## config.mk

```make
export PLATFORM = sky130hd
export DESIGN_NAME = imem_loader
export DESIGN_NICKNAME = d
export VERILOG_FILES = /design/src/rtl/imem_loader.sv
export SDC_FILE = /design/constraint.sdc
export NUM_CORES = 1
export LEC_CHECK = 0
export ABC_AREA = 1
export CAP_MARGIN = 25
export CORE_AREA = 2 2 67 69
export CTS_BUF_LIST = sky130_fd_sc_hd__clkbuf_16
export CTS_CLUSTER_DIAMETER = 50
export DETAILED_ROUTE_END_ITERATION = 7
export DIE_AREA = 0 0 69 71
export PLACE_DENSITY = 0.82
export SYNTH_ARGS = -nofsm -noshare
export SYNTH_HDL_FRONTEND = slang
export SYNTH_SLANG_ARGS = --single-unit
```

## constraint.sdc

```tcl
create_clock -name clk -period 3.2 [get_ports clk]
set_input_delay 0.32 -clock clk [delete_from_list [all_inputs] [get_ports clk]]
set_output_delay 0.32 -clock clk [all_outputs]
set_load 0.005 [all_outputs]
```

## src/rtl/imem_loader.sv

```systemverilog
// Instruction-memory loader: assembles a big-endian byte stream into 32-bit words
// and writes NMEM of them to consecutive word addresses while holding the CPU.
module imem_loader #(
   parameter int NMEM  = 15,
   parameter int DEPTH = 128
) (
   input  logic        clk,
   input  logic        rst_n,
   input  logic        start,
   input  logic        byte_valid,
   input  logic [7:0]  byte_data,
   output logic        byte_ready,
   output logic        mem_we,
   output logic [6:0]  mem_addr,
   output logic [31:0] mem_wdata,
   output logic        cpu_hold,
   output logic        busy,
   output logic        done
);

   // One extra counter bit so a full DEPTH-word session ends without wrapping to 0.
   localparam int CW = $clog2(DEPTH + 1);
   localparam logic [CW-1:0] LAST_CNT = CW'(NMEM);
   localparam logic [CW-1:0] ONE_CNT  = CW'(1);

   typedef enum logic [1:0] {
      IDLE  = 2'd0,
      RECV  = 2'd1,
      WRITE = 2'd2,
      DONE  = 2'd3
   } state_t;

   state_t          state_r;
   logic [CW-1:0]   word_cnt_r;
   logic [1:0]      byte_cnt_r;
   logic [31:0]     shift_r;
   logic [4:0]      outs_r;

   // Output vector {byte_ready, mem_we, busy, done, cpu_hold} for each state.
   function automatic logic [4:0] outs_of(input state_t s);
      logic [4:0] o;
      case (s)
         IDLE:    o = 5'b00001;
         RECV:    o = 5'b10101;
         WRITE:   o = 5'b01101;
         DONE:    o = 5'b00010;
         default: o = 5'b00001;
      endcase
      return o;
   endfunction

   // Loader FSM; outputs are registered together with the state they belong to.
   always_ff @(posedge clk) begin
      if (!rst_n) begin
         state_r    <= IDLE;
         word_cnt_r <= '0;
         byte_cnt_r <= 2'd0;
         shift_r    <= 32'd0;
         outs_r     <= outs_of(IDLE);
      end else begin
         case (state_r)
            IDLE, DONE: begin
               if (start) begin
                  state_r    <= RECV;
                  word_cnt_r <= '0;
                  byte_cnt_r <= 2'd0;
                  outs_r     <= outs_of(RECV);
               end
            end
            RECV: begin
               if (byte_valid) begin
                  shift_r    <= {shift_r[23:0], byte_data};
                  byte_cnt_r <= byte_cnt_r + 2'd1;
                  if (byte_cnt_r == 2'd3) begin
                     state_r <= WRITE;
                     outs_r  <= outs_of(WRITE);
                  end
               end
            end
            WRITE: begin
               word_cnt_r <= word_cnt_r + ONE_CNT;
               if ((word_cnt_r + ONE_CNT) == LAST_CNT) begin
                  state_r <= DONE;
                  outs_r  <= outs_of(DONE);
               end else begin
                  state_r <= RECV;
                  outs_r  <= outs_of(RECV);
               end
            end
            default: begin
               state_r <= IDLE;
               outs_r  <= outs_of(IDLE);
            end
         endcase
      end
   end

   assign {byte_ready, mem_we, busy, done, cpu_hold} = outs_r;
   assign mem_addr  = word_cnt_r[6:0];
   assign mem_wdata = shift_r;

endmodule

```

# == Yosys cells after proc, flatten, opt, wreduce, memory -nomap -nowiden ==
# Cells that the tools add are included.
# totals
ff_bits,49
in_bits,12
output_inout_bits,44
elab_cells,38
# op_classes
n_addsub,2
n_eq_ne,8
muxes,15
n_reduce_logical,8
# ops
operator,n
$mux 5,4
$pmux 8 s2,1
$pmux 5 s3,1
$mux 2,6
$add 8x1->8 const B,1
$eq 8x4->1 const B,1
$mux 8,1
$eq 2x2->1 const B,3
$ne 2x2->1 const B,3
$pmux 2 s3,1
$reduce_and 3->1,2
$pmux 2 s2,1
$reduce_and 2->1,2
$reduce_bool 2->1,2
$add 2x1->2 const B,1
$eq 2x1->1 const B,1
$logic_not 2->1,1
$reduce_or 2->1,1

# == Logic depth before layout (Yosys ltp) ==
# logic_depth
word_depth,4
mapped_depth,12
mapped_depth_nobuf,12

# == Worst setup path before layout ==
# No wires, ideal clock.
# synth_timing
path_type,register -> register
startpoint,reg state_r[0]
endpoint,reg state_r[0]
setup_ns,0.119
arrival_ns,1.402
required_time_ns,3.081
path_slack_ns,1.678
path_stages_with_launch,10
n_path_buf,0
period_less_slack_ns,1.522
path_cell_list,dfxtp_1 -> inv_1 -> ha_1 -> inv_1 -> nor2_1 -> inv_1 -> nand2_1 -> inv_1 -> o21ai_0 -> a21oi_1
# synth_via
elab_chain_len,4
# synth_rtl
item,line_no,source
from (decl),33,state_t state_r;
from (signal assigned),55,state_r <= IDLE;
from (signal assigned),64,state_r <= RECV;
from (signal assigned),75,state_r <= WRITE;
$eq 2x2->1 / $logic_not 2->1 (equally long branches),61,case (state_r)
$reduce_or 2->1,61,
$ne 2x2->1 (no source line),--,
$reduce_and 3->1 (no source line),--,
# Parallel ways exist; a longest one is shown, timed or not.
# A chain may end at the register's enable or synchronous reset.

# == Worst setup path in the final report ==
# layout_timing
startpoint,reg state_r[1]
endpoint,"reg shift_r[5], in the netlist mem_wdata[5]"
# layout_via
elab_chain_len,2
# layout_rtl
item,line_no,source
$eq 2x1->1,61,
$reduce_and 2->1 (no source line),--,
to (signal assigned),72,"shift_r <= {shift_r[23:0], byte_data};"
to (decl),36,logic [31:0] shift_r;
# No other way between the ends.

==> results.md <==
- The maximum vdd drop is 0.400 mV.
- Post-CTS repair changed the size of 0 cells.
- The filler cells instantiated in the layout total about 370.
- The number of inserted diodes is 0.
- STA classifies the critical path startpoint as a register.
- The congestion estimate from routability-driven global placement came to about 0.89.
- Static timing analysis puts the maximum clock frequency at 506 MHz.
- Clock skew on the completed layout was measured at roughly 0.003 ns.
- The critical-path maximum fanout is 33.
- The area of the core region is 4200 sq um.
- The count of endpoints failing setup in the final report is 0.
- For this run, the leading register cell type out of synthesis is dfxtp_1.
- The startpoint identified for the worst register-to-register timing path is state_r[1]$_SDFFE_PN0P_.
- Measured along the x axis, the die boundary spans between 60 and 70 um.
- The initial detailed-routing violation count is roughly 120.
- Data arrives at the worst endpoint at ~2.2 ns.
- The maximum level of the CTS H-tree is 2.
- The flow ran to the end, and the final reports show no timing, DRC or antenna violations.
- For this run, the detailed router's first-pass iteration total came to 4.
- Measured in cells, the most critical reg-to-reg path has a length of 7.
- After synthesis, flip-flops and latches occupy a little under half of the total area.
- 56 I/O pins were placed.
- The worst pin sits at a relative slew slack of around 40%.
- The site row count is 24.
- In this run the power density over the cells is around 650 nW/um^2.
- The routed design has just over 4000 um of wire.
- For this configuration, the core starts out at a cell density of 48.9%.
- Summed over all layers, the global routing overflow is 0.
- The overall track demand over capacity in global routing is between 10% and 20%.
- The number of nets in the synthesized netlist is 294.
- In this run the register-to-register setup slack is between 1 and 1.5 ns.
- The ratio of cells with drive above 1 in the final layout is under 10%.
- Max-cap violations in this run came to 0.
- In the post-synthesis netlist, the biggest area contributors are dfxtp_1 48%, nor2_1 13%, o21ai_0 9.2%, nand2_1 6.8%, a21oi_1 3.6%.
- Dividing the final minimum period by the clock period gives 61.8%.
- The critical path is of the register to register type.
- The worst path meets setup with about 1.2 ns of slack.
- Post-CTS timing repair inserted 0 buffers for setup.
- Counting flops with an async set or reset pin after synthesis yields a share of 0%.
- The commonest cells after synthesis are 72 x nor2_1, 49 x dfxtp_1, 38 x o21ai_0, 37 x nand2_1, 16 x inv_1.
- Using the TritonRoute via totals, the vias-per-cell ratio works out to 4.85.
- In this run the critical register-to-register path is captured at mem_wdata[5]$_SDFFE_PN0P_.
- At the placement stage, the worst setup path has a slack of approximately 1.1 ns.
- The critical path endpoint category is a register.
- The area overhead of the layout relative to synthesis is 34.2%.
- The library cell occupying the most area in the post-synthesis netlist is dfxtp_1.
- The routed layout has between 1.5k and 2k vias.
- The count of port buffers added during placement is 55.
- The number of distinct standard cells referenced by the synthesized netlist is 23.
- The number of antenna-violating nets in the routed design is 0.
- Setup repair after global routing left no endpoint under its margin.
- Among all cell types in the netlist, the one instantiated most often is nor2_1.
- In the routed design, unresolved DRC markers number 0.
- Entering global routing, the biggest net connects 37 pins.
- The TritonCTS clock tree is built.
- In this run, synthesis inferred 0 flip-flops with an integrated enable.
- The overall die area is about 4900 sq um.
- Setup total negative slack on the finished layout was measured at 0 ns.
- The final-stage net count is 341.
- The number of antenna violations at the first check in global routing was 0.
- CTS saw 49 sinks.
- The required time of the critical path is roughly 3.4 ns.
- The shortest period the worst path allows is about 2 ns.
- The post-cts hold buffer count is 0.
- After synthesis, the mean cell area works out to between 7 and 8 sq um.
- The number of max-slew violations in the final report is 0.
- The slew at the pin with the worst max-slew slack is approximately 0.9 ns.
- The buffer type at the clock tree root is clkbuf_16.
- The most critical setup path has its endpoint at mem_wdata[5]$_SDFFE_PN0P_.
- Summed over all nets, the half-perimeter wirelength after detailed placement is 2850 um.
- The start point of the critical path is state_r[1]$_SDFFE_PN0P_.
- The number of global-route vias before repair came to 1619.
- The overall die height is a little over 70 um.
- In this run, CTS created clock tree buffers numbering 5.
- The gate count after technology mapping is approximately 280.
- The clock latency reported for the late side of the worst-skew pair is between 0.2 and 0.3 ns.
- Counting flops and latches in the post-synthesis netlist gives between 40 and 50.
- No sink is reached through more buffers than the 2 on the longest clock path.
- The tightest min-delay check is of the register to register type.
- The share of synthesized area in the top cell type comes to 47.7%.
- Clock-pin slew was measured on the worst setup and hold paths at ~0.060 ns.
- During synthesis, Yosys emitted a total of 0 warnings.
- The final count of hold timing violations came to 0.
- The first global-routing pass estimated between 7000 and 8000 um of wire.
- The cell area that synthesis handed to floorplanning was roughly 2100 sq um.
- The wire length per cell after detailed routing is 11.0 um.
- The leakage dissipation is about 1 nW.
-- worst max-delay path, stage by stage, from the launching register on --
cell,delay [ns]
dfxtp_1,0.33
inv_1,0.08
ha_1,0.28
nand2_1,0.09
buf_4,0.23
inv_1,0.68
nor2_1,0.09
nor2_1,0.13
-- worst min-delay path by stage --
stage	start	end	depth (start not counted)
4_1_cts	outs_r[1]$_SDFFE_PN0P_	outs_r[1]$_SDFFE_PN0P_	2
5_1_grt	outs_r[1]$_SDFFE_PN0P_	outs_r[1]$_SDFFE_PN0P_	2
3_3_place_gp	outs_r[1]$_SDFFE_PN0P_	outs_r[1]$_SDFFE_PN0P_	2
2_1_floorplan	word_cnt_r[7]$_SDFFE_PN0P_	word_cnt_r[7]$_SDFFE_PN0P_	2
6_report	outs_r[4]$_SDFFE_PN0P_	outs_r[4]$_SDFFE_PN0P_	2
3_5_place_dp	outs_r[1]$_SDFFE_PN0P_	outs_r[1]$_SDFFE_PN0P_	2
-- final cells by class --
cell class	count	area, sq um	area share, %
sequential	49	981	35.5
multi-input combinational	194	922	33.4
timing repair buffer	57	566	20.5
clock buffer	5	125	4.53
tap	52	65.1	2.36
inverter	16	60.1	2.18
clock inverter	3	41.3	1.50
-- stage by stage --
| stage | hold WS [ns] | total power [mW] | area (sq um) | std cells | utilization (%) |
|---|---|---|---|---|---|
| floorplan | 0.453 | 1.02 | 2060 | 276 | - |
| global placement | 0.456 | 1.23 | 2590 | 368 | 61.7 |
| detailed placement | 0.460 | 1.24 | 2590 | 368 | 61.7 |
| CTS | 0.472 | 1.83 | 2760 | 376 | 65.7 |
| global route | 0.507 | 1.92 | 2760 | 376 | 65.7 |
| finish | 0.467 | 1.80 | 2760 | 376 | 65.7 |
-- state kept, by name, indices dropped and copies added, names as in the netlist --
signal and count:
outs_r 5, word_cnt_r 8, state_r 2, byte_cnt_r 2, mem_wdata 32
-- routing by layer --
metal | track usage [%] | vias up | share of wire [%]
met4 | 5.45 | 0 | 0.83
met1 | 22.2 | 805 | 47
met3 | 5.13 | 4 | 5.5
li1 | - | 969 | -
met2 | 29.2 | 47 | 47
met5 | 0 | - | 0
-- cells by family (layout without fill, tap and decap cells) --
| group | after synthesis | in the layout | share of synthesized area, % |
|---|---|---|---|
| DFF | 49 | 49 | 47.7 |
| xor gates and xnor gates | 1 | 1 | 0.426 |
| and+or+nand+nor | 128 | 128 | 25.7 |
| adders and majority gates | 6 | 6 | 3.65 |
| AOI/OAI and AO/OA | 59 | 59 | 15.0 |
| buffers and inverters | 33 | 81 | 7.48 |
-- power by group --
| part | total [mW] | internal, mW | switching, mW |
|---|---|---|---|
| Clock | 0.576 | 0.365 | 0.211 |
| Combinational | 0.465 | 0.236 | 0.228 |
| Sequential | 0.762 | 0.703 | 0.0593 |
| Total | 1.80 | 1.30 | 0.499 |
-- layout by cell type, fill, tap and decap left out --
cell type and count:
clkbuf_16 5, or2_1 1, o21bai_1 2, inv_1 16
bufinv_16 1, ha_1 6, clkdlybuf4s50_1 55, nand2_1 37
nand3b_1 1, nand3_2 2, o21ai_1 2, o211a_1 1
nor2_2 6, clkinvlp_4 1, dfxtp_1 49, o21ai_0 38
nand3_1 5, buf_4 2, nor3_1 1, a32oi_1 1
nor2_1 72, nand2_2 3, clkinv_1 1, a21oi_1 15
xor2_1 1
Power figures use the tool's default switching activity.
